**config.mk**
```make
export PLATFORM = sky130hd
export DESIGN_NAME = ps2_host_tx
export DESIGN_NICKNAME = d
export VERILOG_FILES = /design/src/rtl/ps2_host_tx.sv
export SDC_FILE = /design/constraint.sdc
export NUM_CORES = 1
export LEC_CHECK = 0
export ABC_AREA = 1
export CAP_MARGIN = 20
export CORE_AREA = 4 4 61 104
export CTS_CLUSTER_SIZE = 25
export DETAILED_ROUTE_END_ITERATION = 16
export DIE_AREA = 0 0 65 108
export GPL_ROUTABILITY_DRIVEN = 0
export HOLD_SLACK_MARGIN = 0.08
export MAX_ROUTING_LAYER = met4
export PLACE_DENSITY = 0.85
export SETUP_SLACK_MARGIN = 0.4
export SYNTH_ARGS = -nofsm -noshare
export SYNTH_HDL_FRONTEND = slang
export SYNTH_SLANG_ARGS = --single-unit
```
**constraint.sdc**
```tcl
create_clock -name CLOCK_50 -period 2 [get_ports CLOCK_50]
set_input_delay 0.4 -clock CLOCK_50 [delete_from_list [all_inputs] [get_ports CLOCK_50]]
set_output_delay 0.4 -clock CLOCK_50 [all_outputs]
set_load 0.005 [all_outputs]
```
**src/rtl/ps2_host_tx.sv**
```systemverilog
// PS/2 host-to-device command transmitter: request-to-send, frame shift-out on
// device clock falls, ACK check and timeout, on the two shared open-drain pins.
module ps2_host_tx #(
   parameter int unsigned INHIBIT_CYCLES = 5000,
   parameter int unsigned RTS_CYCLES     = 16,
   parameter int unsigned TIMEOUT_CYCLES = 750000
) (
   input  logic       CLOCK_50,
   input  logic       KEY0,
   input  logic [7:0] tx_data,
   input  logic       tx_valid,
   output logic       tx_ready,
   output logic       busy,
   output logic       done,
   output logic       err,
   input  logic       ps2_clk_async,
   input  logic       ps2_data_async,
   output logic       ps2_clk_oe,
   output logic       ps2_dat_oe
);

   localparam int unsigned MAX_AB  = (INHIBIT_CYCLES > RTS_CYCLES) ? INHIBIT_CYCLES : RTS_CYCLES;
   localparam int unsigned CNT_MAX = (MAX_AB > TIMEOUT_CYCLES) ? MAX_AB : TIMEOUT_CYCLES;
   localparam int unsigned CNT_W   = $clog2(CNT_MAX + 1);
   localparam int unsigned FRAME_W = 10;
   localparam int unsigned IDX_W   = 4;

   localparam logic [CNT_W-1:0] INH_LAST  = CNT_W'(INHIBIT_CYCLES - 1);
   localparam logic [CNT_W-1:0] RTS_LAST  = CNT_W'(RTS_CYCLES - 1);
   localparam logic [CNT_W-1:0] TO_LAST   = CNT_W'(TIMEOUT_CYCLES - 1);
   localparam logic [IDX_W-1:0] IDX_LAST  = IDX_W'(FRAME_W - 1);

   typedef enum logic [2:0] {
      IDLE, INHIBIT, RTS, SEND, ACK, WAIT_IDLE, FINISH
   } state_t;

   state_t               state, state_n;
   logic [CNT_W-1:0]     cnt, cnt_n;
   logic [IDX_W-1:0]     idx, idx_n;
   logic [FRAME_W-1:0]   sr, sr_n;
   logic                 dat_oe_n, done_n, err_n;
   logic                 clk_meta, clk_s, clk_prev, dat_meta, dat_s;
   logic                 fall, timeout;

   // Pin synchronizers; idle-high reset keeps a spurious fall out after reset.
   always_ff @(posedge CLOCK_50) begin
      if (!KEY0) begin
         clk_meta <= 1'b1;
         clk_s    <= 1'b1;
         clk_prev <= 1'b1;
         dat_meta <= 1'b1;
         dat_s    <= 1'b1;
      end else begin
         clk_meta <= ps2_clk_async;
         clk_s    <= clk_meta;
         clk_prev <= clk_s;
         dat_meta <= ps2_data_async;
         dat_s    <= dat_meta;
      end
   end

   assign fall    = clk_prev & ~clk_s;
   assign timeout = (cnt == TO_LAST);

   // State and registered outputs; outputs follow the next state so they land with it.
   always_ff @(posedge CLOCK_50) begin
      if (!KEY0) begin
         state      <= IDLE;
         cnt        <= '0;
         idx        <= '0;
         sr         <= '1;
         ps2_clk_oe <= 1'b0;
         ps2_dat_oe <= 1'b0;
         busy       <= 1'b0;
         tx_ready   <= 1'b1;
         done       <= 1'b0;
         err        <= 1'b0;
      end else begin
         state      <= state_n;
         cnt        <= cnt_n;
         idx        <= idx_n;
         sr         <= sr_n;
         ps2_clk_oe <= (state_n == INHIBIT) || (state_n == RTS);
         ps2_dat_oe <= dat_oe_n;
         busy       <= (state_n != IDLE);
         tx_ready   <= (state_n == IDLE);
         done       <= done_n;
         err        <= err_n;
      end
   end

   // Next-state logic; one counter serves inhibit, RTS and the inter-fall timeout.
   always_comb begin
      state_n  = state;
      cnt_n    = cnt;
      idx_n    = idx;
      sr_n     = sr;
      dat_oe_n = 1'b0;
      done_n   = 1'b0;
      err_n    = 1'b0;

      case (state)
         IDLE: begin
            if (tx_valid && tx_ready) begin
               state_n = INHIBIT;
               cnt_n   = '0;
               sr_n    = {1'b1, ~^tx_data, tx_data};
            end
         end
         INHIBIT: begin
            if (cnt == INH_LAST) begin
               state_n  = RTS;
               cnt_n    = '0;
               dat_oe_n = 1'b1;
            end else begin
               cnt_n = cnt + CNT_W'(1);
            end
         end
         RTS: begin
            dat_oe_n = 1'b1;
            if (cnt == RTS_LAST) begin
               state_n = SEND;
               cnt_n   = '0;
               idx_n   = '0;
            end else begin
               cnt_n = cnt + CNT_W'(1);
            end
         end
         SEND: begin
            dat_oe_n = ps2_dat_oe;
            if (timeout) begin
               err_n    = 1'b1;
               dat_oe_n = 1'b0;
               state_n  = FINISH;
            end else if (fall) begin
               dat_oe_n = ~sr[0];
               sr_n     = {1'b1, sr[FRAME_W-1:1]};
               cnt_n    = '0;
               if (idx == IDX_LAST) state_n = ACK;
               else                 idx_n   = idx + IDX_W'(1);
            end else begin
               cnt_n = cnt + CNT_W'(1);
            end
         end
         ACK: begin
            if (timeout) begin
               err_n   = 1'b1;
               state_n = FINISH;
            end else if (fall) begin
               cnt_n = '0;
               if (!dat_s) begin
                  state_n = WAIT_IDLE;
               end else begin
                  err_n   = 1'b1;
                  state_n = FINISH;
               end
            end else begin
               cnt_n = cnt + CNT_W'(1);
            end
         end
         WAIT_IDLE: begin
            if (timeout) begin
               err_n   = 1'b1;
               state_n = FINISH;
            end else if (clk_s && dat_s) begin
               done_n  = 1'b1;
               state_n = FINISH;
            end else begin
               cnt_n = cnt + CNT_W'(1);
            end
         end
         // Pulse cycle: done/err is high here, tx_ready follows one cycle later.
         FINISH: begin
            state_n = IDLE;
         end
         default: begin
            state_n = IDLE;
         end
      endcase
   end

endmodule

```
==> results.ini <==
[setup_path]
path_buf_inv=2
critPathMaxFanout=6
critical_path_class=reg -> reg
cp_cell_sequence=nor2_2, nand3_1, nor2_1, nand2_1, nand2_2, nand2_1, inv_1, nand3_2, nand2_4, clkbuf_16, nor2_2
cpMaxStageDelayCell=dfxtp_1
cp.arrival_ps=1980
start_kind=flip-flop
cpPeakStageDelay_ps=390
path_delay_family=simple AND/OR/NAND/NOR gates
worstPathRequired_ps=2200
worst_setup_path_end_kind=flip-flop

[clocking]
clk_latency_ps=310
htreeDepth=2
cts_made_buffers=5
clk_pin_slew_worst_paths_ps=90
cts_max_path_buffers=2
cts.sinks=47
cts_tree=done
root_buffer=clkbuf_8

[global_routing]
grt_overflow=0
first_global_vias=3053
grt_pass1_wl_mm=13.4
track_usage_pct=24.9
antenna_found_initial=0
grt_start_max_net_pins=19

[sta]
maxSlewViolCount=0
maxSlewHeadroom_pct=61.6
fin_tns_setup_ps=0
fin_crit_sh_pct=89.2
finalSetupViolCount=0
fin_skew_ps=14.0
hold_viol=0
tightest_slew_ps=576
max_clock_freq_mhz=561
fin_crit_ps=1780
rsz0062_at_grt=true

[hold_path]
hold_path.class=reg -> reg

[die]
start_util_pct=52.9
ios=19
die_x_um=65
die_h_um=108
rows=36
core_sq_um=5540
die_area_sq_um=7020

[job]
cap_violations=0

[pwr]
pwr-share-seq_pct=44.2
p_int_uw=1680
switching_share_pct=25.8
power_frac_clock_pct=36.6
p_per_area_nw_per_um2=587
p_switching_uw=583
leakage_uw=0.00165
power_uw=2260
combPwrFrac_pct=19.1
ir_drop_mv=0.513

[route]
vias_per_cell=5.71
drc=0
antenna_left=0
wl_mm=9.34
first_pass_iters=5
drt-wirelength-per-cell_um=16.8
vias=3170
drt_iter0_drc=411

[synth]
avgSynthCellArea_sq_um=6.76
ys_ff_latch=47
synth_area_leaders=dfxtp_1, nand2_1, nor2_1
yosysTopAreaCell=dfxtp_1
synth_area_sq_um=2930
synth_top_area_share_pct=32.1
synth_fp_nets=449
yosysSeqAreaShare_pct=32.1
syn_inst=433
yosysWarnings=0
synth_cell_type_count=35

[finish]
drive_above_1_share_pct=32.4
fin_nets=494
n_antenna_cell=0
fill_cells=421
areaGrowthSynthToFinish_pct=31.5

[outcome]
outcome=finished clean

[placed_design]
dp_hpwl_mm=5.64
io_buffers=18

worst register-to-register path, stage by stage, from the launching register on:
cell and delay (ps):
dfxtp_1 390, nor2_2 160, nand3_1 110, nor2_1 170, nand2_1 140, nand2_2 120, nand2_1 80, inv_1 90
nand3_2 100, nand2_4 130, clkbuf_16 160, nor2_2 40
area by class of cell:
class	count	area [sq um]	share of cell area [%]
inverters	48	185	4.81
flip-flops and latches	47	971	25.2
multi-input cells	331	2000	51.9
repair buffers	45	470	12.2
clock buffers	6	72.6	1.88
well taps	76	95.1	2.47
clock inverters	2	60.1	1.56
state kept, by name (all words and copies together) (netlist names), 3 cells and up:
| name | flops |
|---|---|
| sr | 9 |
| state | 3 |
| idx | 4 |
| cnt | 20 |
Yosys cell counts, drive strengths merged:
| cell type | number |
|---|---|
| nand2 | 115 |
| nor2 | 85 |
| inv | 48 |
| dfxtp | 47 |
| nand3 | 33 |
| o21ai | 24 |
| a21oi | 14 |
| or2 | 13 |
| nand4 | 11 |
| o211ai | 10 |
| buf | 6 |
| nor3 | 5 |
| xnor2 | 5 |
| xor2 | 4 |
| clkbuf | 3 |
| ha | 3 |
| nand3b | 2 |
| o21bai | 2 |
| a21boi | 1 |
| and2 | 1 |
| nor4 | 1 |
stage by stage:
stage	hold WS [ps]	utilization (%)	instances	area (sq um)	setup WS, ps
detailed placement	406	58.3	525	3230	3.57
global placement	402	58.3	525	3230	53.6
global route	453	69.5	555	3850	86.4
floorplan	393	-	433	2940	424
CTS	426	63.2	540	3500	329
finish	425	69.5	555	3850	216
what timing repair did:
item                       CTS  global route
hold buffers                 0             0
gates resized for setup     21            65
gates cloned                 2             2
pin swaps                    3            25
setup buffers                5            13
setup endpoints to repair   34            40
power by group through the flow:
stage               sequential [uW]  clock, uW  combinational (uW)
floorplan                      1020          0                 212
global placement               1020          0                 292
detailed placement             1020          0                 298
CTS                            1000        826                 348
global route                   1000        872                 460
finish                          999        828                 432
metal layers:
metal / wire, um / global-route usage, % / share of wire [%]
met1: 3150 / 23.2 / 34
met2: 4930 / 45.9 / 53
met3: 499 / 3.33 / 5.3
met4: 759 / 16.8 / 8.1
met5: 0 / - / 0
logic make-up after synthesis:
family                     count (synthesis)  share of synthesized area, %
xor gates and xnor gates                   9                          2.69
adders and majority gates                  3                          1.28
buffers and inverters                     57                          8.42
AOI/OAI and AO/OA                         51                          10.3
DFF                                       47                          32.1
and+or+nand+nor                          266                          45.2
cells in the final DEF, fill, tap and decap left out, types with 3 or more instances in the layout:
cell type        instances
a21oi_1                  8
a21oi_2                  5
buf_12                   3
buf_4                   18
buf_6                    4
clkbuf_8                 5
clkdlybuf4s50_1         18
dfxtp_1                 31
dfxtp_2                 12
dfxtp_4                  4
inv_1                   36
inv_2                   10
nand2_1                 91
nand2_2                 14
nand2_4                  9
nand2_8                  3
nand3_1                 25
nand3_2                  5
nand3_4                  3
nand4_1                 10
nor2_1                  53
nor2_2                  22
nor2_4                   6
nor2_8                   4
nor3_2                   3
o211ai_1                10
o21ai_0                 15
o21ai_1                  6
o21ai_2                  3
or2_2                   12
xnor2_1                  5
xor2_1                   4
final timing paths:
kind	cells past startpoint	endpoint	startpoint	slack, ps
worst max-delay path	11	cnt[8]	cnt[19]	220
worst min-delay path	1	clk_s	clk_meta	430
worst max register to register	11	cnt[8]	cnt[19]	220
worst min register to register	1	clk_s	clk_meta	430
(Power assumes the default switching activity.)
